$ cat config.mk
export PLATFORM = sky130hd
export DESIGN_NAME = packet_generator_flat
export DESIGN_NICKNAME = d
export VERILOG_FILES = /design/src/rtl/packet_generator_if.sv /design/src/rtl/packet_generator.sv /design/src/flat_wrapper.sv
export SDC_FILE = /design/constraint.sdc
export NUM_CORES = 1
export LEC_CHECK = 0
export CORE_AREA = 2 2 273 275
export DETAILED_ROUTE_END_ITERATION = 8
export DIE_AREA = 0 0 275 277
export RECOVER_POWER = 25
export SLEW_MARGIN = 20
export SYNTH_ARGS = -nofsm -noshare
export SYNTH_HDL_FRONTEND = slang
export SYNTH_SLANG_ARGS = --single-unit
$ cat constraint.sdc
create_clock -name clk -period 6.8 [get_ports clk]
set_input_delay 0.68 -clock clk [delete_from_list [all_inputs] [get_ports clk]]
set_output_delay 0.68 -clock clk [all_outputs]
set_load 0.01 [all_outputs]
$ cat src/rtl/packet_generator_if.sv
// AXI-Stream bundle carried between the packet generator and its sink.
interface packet_generator_if #(
    parameter int DW = 512
) ();
    logic [DW-1:0]   TDATA;
    logic [DW/8-1:0] TKEEP;
    logic            TLAST;
    logic            TVALID;
    logic            TREADY;

    modport master (
        output TDATA,
        output TKEEP,
        output TLAST,
        output TVALID,
        input  TREADY
    );

    modport slave (
        input  TDATA,
        input  TKEEP,
        input  TLAST,
        input  TVALID,
        output TREADY
    );
endinterface

$ cat src/rtl/packet_generator.sv
// AXI-Stream test-traffic source: fixed-length packets, counter/constant/LFSR
// payload, partial TKEEP on the last beat, counted or open-ended runs.
// resetn is asserted asynchronously; its release is expected to be
// synchronised to clk outside this block.
module packet_generator #(
    parameter int DW    = 512,
    parameter int LEN_W = 16,
    parameter int CNT_W = 32
) (
    input  logic                     clk,
    input  logic                     resetn,
    input  logic                     start,
    input  logic                     stop,
    input  logic [LEN_W-1:0]         cfg_bytes,
    input  logic [CNT_W-1:0]         cfg_count,
    input  logic [1:0]               cfg_mode,
    input  logic [31:0]              cfg_fill,
    output logic                     busy,
    output logic                     done,
    output logic [CNT_W-1:0]         pkts_sent,
    packet_generator_if.master       axis_out
);

    localparam int BPB   = DW / 8;
    localparam int LANES = DW / 64;
    localparam logic [LEN_W-1:0] BPB_L = LEN_W'(BPB);
    localparam logic [CNT_W-1:0] ONE_C = {{(CNT_W-1){1'b0}}, 1'b1};

    typedef enum logic [0:0] {
        ST_IDLE = 1'b0,
        ST_SEND = 1'b1
    } state_t;

    state_t            state_q,     state_d;
    logic              busy_q,      busy_d;
    logic              done_q,      done_d;
    logic [CNT_W-1:0]  pkts_q,      pkts_d;
    logic              tvalid_q,    tvalid_d;
    logic              tlast_q,     tlast_d;
    logic [DW-1:0]     tdata_q,     tdata_d;
    logic [BPB-1:0]    tkeep_q,     tkeep_d;
    logic [LEN_W-1:0]  rem_q,       rem_d;       // bytes left in packet, current beat included
    logic [63:0]       cnt_q,       cnt_d;       // beat counter for the current beat
    logic [31:0]       lfsr_q,      lfsr_d;      // LFSR value for the current beat
    logic              stop_pend_q, stop_pend_d;
    logic [LEN_W-1:0]  bytes_q,     bytes_d;
    logic [CNT_W-1:0]  count_q,     count_d;
    logic [1:0]        mode_q,      mode_d;
    logic [31:0]       fill_q,      fill_d;
    logic              ship_s;
    logic              load_s;

    // One Galois step of x^32+x^22+x^2+x+1 (right-shifting form).
    function automatic logic [31:0] lfsr_step(input logic [31:0] l);
        lfsr_step = (l >> 1) ^ (l[0] ? 32'h8020_0003 : 32'h0000_0000);
    endfunction

    // Byte-enable mask for a beat with rem bytes still to send.
    function automatic logic [BPB-1:0] keep_for(input logic [LEN_W-1:0] rem);
        logic [BPB-1:0] k;
        for (int i = 0; i < BPB; i++) begin
            k[i] = (i < int'(rem));
        end
        keep_for = k;
    endfunction

    // Full-width payload for one beat; modes 0/3 and 2 repeat a 64-bit lane.
    function automatic logic [DW-1:0] pattern(input logic [1:0]  mode,
                                              input logic [31:0] fill,
                                              input logic [63:0] cnt,
                                              input logic [31:0] lfsr);
        logic [63:0]   lane;
        logic [DW-1:0] d;
        case (mode)
            2'd1:    lane = {fill, fill};
            2'd2:    lane = {lfsr, ~lfsr};
            default: lane = cnt;
        endcase
        for (int i = 0; i < LANES; i++) begin
            d[i*64 +: 64] = lane;
        end
        pattern = d;
    endfunction

    assign ship_s = tvalid_q & axis_out.TREADY;

    // Next-state and next-output logic for the IDLE/SEND sequencer.
    always_comb begin
        state_d     = state_q;
        busy_d      = busy_q;
        done_d      = 1'b0;
        pkts_d      = pkts_q;
        tvalid_d    = tvalid_q;
        tlast_d     = tlast_q;
        tdata_d     = tdata_q;
        tkeep_d     = tkeep_q;
        rem_d       = rem_q;
        cnt_d       = cnt_q;
        lfsr_d      = lfsr_q;
        stop_pend_d = stop_pend_q;
        bytes_d     = bytes_q;
        count_d     = count_q;
        mode_d      = mode_q;
        fill_d      = fill_q;
        load_s      = 1'b0;

        case (state_q)
            ST_IDLE: begin
                if (start && !stop && (cfg_bytes != {LEN_W{1'b0}})) begin
                    bytes_d     = cfg_bytes;
                    count_d     = cfg_count;
                    mode_d      = cfg_mode;
                    fill_d      = cfg_fill;
                    pkts_d      = {CNT_W{1'b0}};
                    cnt_d       = 64'd0;
                    lfsr_d      = (cfg_fill == 32'h0000_0000) ? 32'h0000_0001 : cfg_fill;
                    rem_d       = cfg_bytes;
                    stop_pend_d = 1'b0;
                    busy_d      = 1'b1;
                    tvalid_d    = 1'b1;
                    load_s      = 1'b1;
                    state_d     = ST_SEND;
                end else begin
                    state_d = ST_IDLE;
                end
            end
            ST_SEND: begin
                stop_pend_d = stop_pend_q | stop;
                if (ship_s) begin
                    cnt_d  = cnt_q + 64'd1;
                    lfsr_d = lfsr_step(lfsr_q);
                    if (tlast_q) begin
                        pkts_d = pkts_q + ONE_C;
                        if (((count_q != {CNT_W{1'b0}}) && (pkts_d == count_q)) || stop_pend_d) begin
                            state_d  = ST_IDLE;
                            busy_d   = 1'b0;
                            done_d   = 1'b1;
                            tvalid_d = 1'b0;
                            tlast_d  = 1'b0;
                        end else begin
                            rem_d  = bytes_q;
                            load_s = 1'b1;
                        end
                    end else begin
                        rem_d  = rem_q - BPB_L;
                        load_s = 1'b1;
                    end
                end else begin
                    state_d = ST_SEND;
                end
            end
            default: begin
                state_d  = ST_IDLE;
                busy_d   = 1'b0;
                tvalid_d = 1'b0;
                tlast_d  = 1'b0;
            end
        endcase

        if (load_s) begin
            tdata_d = pattern(mode_d, fill_d, cnt_d, lfsr_d);
            tkeep_d = keep_for(rem_d);
            tlast_d = (rem_d <= BPB_L);
        end else begin
            tdata_d = tdata_d;
        end
    end

    // State and output registers.
    always_ff @(posedge clk or negedge resetn) begin
        if (!resetn) begin
            state_q     <= ST_IDLE;
            busy_q      <= 1'b0;
            done_q      <= 1'b0;
            pkts_q      <= {CNT_W{1'b0}};
            tvalid_q    <= 1'b0;
            tlast_q     <= 1'b0;
            tdata_q     <= {DW{1'b0}};
            tkeep_q     <= {BPB{1'b0}};
            rem_q       <= {LEN_W{1'b0}};
            cnt_q       <= 64'd0;
            lfsr_q      <= 32'h0000_0001;
            stop_pend_q <= 1'b0;
            bytes_q     <= {LEN_W{1'b0}};
            count_q     <= {CNT_W{1'b0}};
            mode_q      <= 2'd0;
            fill_q      <= 32'h0000_0000;
        end else begin
            state_q     <= state_d;
            busy_q      <= busy_d;
            done_q      <= done_d;
            pkts_q      <= pkts_d;
            tvalid_q    <= tvalid_d;
            tlast_q     <= tlast_d;
            tdata_q     <= tdata_d;
            tkeep_q     <= tkeep_d;
            rem_q       <= rem_d;
            cnt_q       <= cnt_d;
            lfsr_q      <= lfsr_d;
            stop_pend_q <= stop_pend_d;
            bytes_q     <= bytes_d;
            count_q     <= count_d;
            mode_q      <= mode_d;
            fill_q      <= fill_d;
        end
    end

    assign busy            = busy_q;
    assign done            = done_q;
    assign pkts_sent       = pkts_q;
    assign axis_out.TDATA  = tdata_q;
    assign axis_out.TKEEP  = tkeep_q;
    assign axis_out.TLAST  = tlast_q;
    assign axis_out.TVALID = tvalid_q;

endmodule

$ cat src/flat_wrapper.sv
// flat-port wrapper written by rule: the top's interface ports become plain ports
module packet_generator_flat 
#(
    parameter int DW    = 512,
    parameter int LEN_W = 16,
    parameter int CNT_W = 32
)
  (clk, resetn, start, stop, cfg_bytes, cfg_count, cfg_mode, cfg_fill, busy, done, pkts_sent, axis_out_TDATA, axis_out_TKEEP, axis_out_TLAST, axis_out_TVALID, axis_out_TREADY);
  packet_generator_if #(.DW(DW)) axis_out_i ();
  input  logic clk;
  input  logic resetn;
  input  logic start;
  input  logic stop;
  input  logic [LEN_W-1:0] cfg_bytes;
  input  logic [CNT_W-1:0] cfg_count;
  input  logic [1:0] cfg_mode;
  input  logic [31:0] cfg_fill;
  output logic busy;
  output logic done;
  output logic [CNT_W-1:0] pkts_sent;
  output wire logic [$bits(axis_out_i.TDATA)-1:0] axis_out_TDATA;
  output wire logic [$bits(axis_out_i.TKEEP)-1:0] axis_out_TKEEP;
  output wire logic [$bits(axis_out_i.TLAST)-1:0] axis_out_TLAST;
  output wire logic [$bits(axis_out_i.TVALID)-1:0] axis_out_TVALID;
  input wire logic [$bits(axis_out_i.TREADY)-1:0] axis_out_TREADY;
  assign axis_out_TDATA = axis_out_i.TDATA;
  assign axis_out_TKEEP = axis_out_i.TKEEP;
  assign axis_out_TLAST = axis_out_i.TLAST;
  assign axis_out_TVALID = axis_out_i.TVALID;
  assign axis_out_i.TREADY = axis_out_TREADY;
  packet_generator #(.DW(DW), .LEN_W(LEN_W), .CNT_W(CNT_W)) u_core (.clk(clk), .resetn(resetn), .start(start), .stop(stop), .cfg_bytes(cfg_bytes), .cfg_count(cfg_count), .cfg_mode(cfg_mode), .cfg_fill(cfg_fill), .busy(busy), .done(done), .pkts_sent(pkts_sent), .axis_out(axis_out_i));
endmodule
==> qor.yml <==
floorplan:
  ioPinCount: 699
  dieArea_mm2: 0.07618
  initial_core_util_pct: 28.87
  fp.coreArea_mm2: 0.07357
  dieHeight_um: 277
  die_w_um: 275
  fp-row-count: 100
routing:
  wl_per_cell_um: 20.63
  drc: 0
  viasPerCell: 4.910
  num_vias: 18410
  dr.pass1.iters: 6
  ant_nets: 0
  drt_iter0_markers: 1507
  routed_wirelength_um: 77340
placement:
  place.gp.congestion: 0.9033
  port-buffer-count: 698
  dp.final_hpwl_um: 57720
worst_setup_path:
  cp-startpoint: "u_core.pkts_sent[0]$_DFFE_PN0P_"
  critPathMaxFanout: 15
  path_class: "reg -> reg"
  end_kind: "flop"
  r2r_start: "u_core.pkts_sent[0]$_DFFE_PN0P_"
  cp_data_required_time_ps: 7210
  cp-start-kind: "flop"
  cp.arrival_ps: 6420
yosys:
  synth_nets: 2625
  ys_seq_elements: 359
  netlist_area_mm2: 0.02124
  syn_inst: 2533
  synth-async-reset-ratio_pct: 100.0
  synth-main-ff-cell: "dfrtp_1"
  yosys_warnings: 0
  ys_types: 75
  synth-edff-count: 0
  avgSynthCellArea_um2: 8.386
  seq_area_frac_synth_pct: 42.30
timing:
  rsz0062_at_grt: "false"
  fin_crit_ps: 6005
  fmax_mhz: 166.5
  tightest_slew_ps: 3366
  final-max-slew-violation-count: 228
  fin_crit_sh_pct: 88.30
  hold_viol_final: 0
  fin_setup_tns_ps: 0
  setup_viol: 0
  clock_skew_ps: 28.04
  slew_headroom_pct: -124.4
run_status:
  violations: "max-capacitance violations, max-slew violations"
  status: "finished, violations left"
hold_path:
  hold_path_class: "reg -> reg"
  min-delay-start: "u_core.fill_q[28]$_DFF_PN0_"
final_layout:
  final_cell_mix: "697 x clkdlybuf4s50_1, 551 x nand2_1, 358 x dfrtp_1"
  final_common_cell: "clkdlybuf4s50_1"
  area_growth_pct: 29.39
  num-nets-final: 2836
  fin_util_pct: 37.36
  drive_above_1_share_pct: 4.935
global_routing:
  grt_pass1_wl_um: 113800
  track_usage_pct: 19.49
  grt_pass1_vias: 17510
  grt_max_degree: 139
  grt_overflow: 0
  antenna_found_initial: 10
power_and_ir_drop:
  power_per_cell_area_mw_per_mm2: 452.3
  p_leak_nw: 11.36
  max-vdd-ir-drop_v: 0.0002495
run:
  maxCapViolations: 4
clock_network:
  ctsResizeCount: 0
  cts_hold_buf: 0
  post_cts_buffers: 0
  cts_tree: "built"
  cts_buffers: 43
  clk_pin_slew_ps: 60
  htreeDepth: 2
  clock-sinks: 359
  clockBufferDepth: 3
  clk-insertion-delay-late_ps: 570
  cts-root-buf: "clkbuf_16"
[area by class of cell]
| cell class | count | area (um2) |
|---|---|---|
| repair buffers | 732 | 7239 |
| inverters | 38 | 142.6 |
| well taps | 969 | 1212 |
| clock buffers | 58 | 1214 |
| diodes | 4 | 10.01 |
| fillers | 7457 | 46090 |
| flip-flops and latches | 359 | 8985 |
| clock inverters | 19 | 341.6 |
| multi-input cells | 1570 | 8341 |
[path summary, 6_finish.rpt]
| check | to | slack (ps) | cells past startpoint |
|---|---|---|---|
| worst max-delay path | u_core.axis_out.TKEEP[41]$_DFFE_PN0P_ | 800 | 14 |
| worst min-delay path | u_core.fill_q[28]$_DFF_PN0_ | 470 | 2 |
| worst max register to register | u_core.axis_out.TKEEP[41]$_DFFE_PN0P_ | 800 | 14 |
| worst min register to register | u_core.fill_q[28]$_DFF_PN0_ | 470 | 2 |
| max in group asynchronous | u_core.axis_out.TKEEP[41]$_DFFE_PN0P_ | 2370 | 2 |
| min in group asynchronous | u_core.pkts_sent[22]$_DFFE_PN0P_ | 1230 | 1 |
[synth_stat cells (15+ instances only)]
master	number	area, um2
nand2_1	552	2072
buf_4	450	3378
dfrtp_1	358	8959
o21ai_0	186	930.9
nor2_1	141	529.3
nand3_1	117	585.6
a21oi_1	96	480.5
clkbuf_1	91	341.6
o211ai_1	55	412.9
nor4_1	41	256.5
inv_1	37	138.9
nand4_1	36	225.2
xnor2_1	32	280.3
nor3_1	27	135.1
o31ai_1	26	195.2
xor2_1	26	227.7
a211oi_1	18	135.1
buf_1	17	63.81
and3_1	16	100.1
a21o_1	15	112.6
[per-layer routing]
layer / wire length [um] / share of wire (%) / track usage (%)
met5: 41 / 0.053 / 0
met3: 4916 / 6.4 / 3.035
met1: 32130 / 42 / 24.79
met2: 37570 / 49 / 32.99
met4: 2681 / 3.5 / 7.498
[state kept, by name (all words and copies together), names as in the netlist, 32 cells and up]
register,cells
u_core.lfsr_q,32
u_core.fill_q,32
u_core.count_q,32
u_core.axis_out.TKEEP,64
u_core.axis_out.TDATA,64
u_core.pkts_sent,32
u_core.cnt_q,64
[stage by stage]
stage | std cells | setup slack (ps) | power, mW | hold WS, ps | area (um2)
floorplan | 2533 | 1757 | 7.378 | 384.4 | 21240
global placement | 3668 | 1014 | 9.926 | 448.7 | 25940
detailed placement | 3668 | 874.4 | 9.935 | 459.7 | 25940
CTS | 3745 | 838.7 | 12.56 | 33.00 | 27490
global route | 3749 | 466.7 | 13.15 | 494.6 | 27490
finish | 3749 | 795.4 | 12.43 | 470.4 | 27490
[power by group]
part | leakage (nW) | total, mW | switching (mW) | internal (mW)
Combinational | 6.15 | 6.31 | 3.35 | 2.96
Sequential | 4.45 | 3.56 | 0.835 | 2.72
Clock | 0.762 | 2.56 | 0.967 | 1.59
[worst max-delay path, stage by stage (launching register included)]
cell      delay, ps
dfrtp_1         480
ha_1            300
nand3_1         400
nor4_4          520
xnor2_1         130
or4_1           510
or4b_4          600
nor4_4          430
a21oi_2         210
a221o_1         400
or3_1           430
or4_1           660
nor2_2          380
buf_4           290
a211oi_1         70
[cell families (layout without fill, tap and decap cells)]
kind of cell	Yosys count	after routing	synth area share, %
other cells	0	4	0
mux	18	18	0.8717
compound gates	480	480	14.01
buf+inv	604	847	18.67
flops	359	359	42.30
fa+ha+maj	5	5	0.2945
simple gates	1008	1008	21.35
xor+xnor	59	59	2.503
No activity file was read; power rests on OpenSTA's default activity.
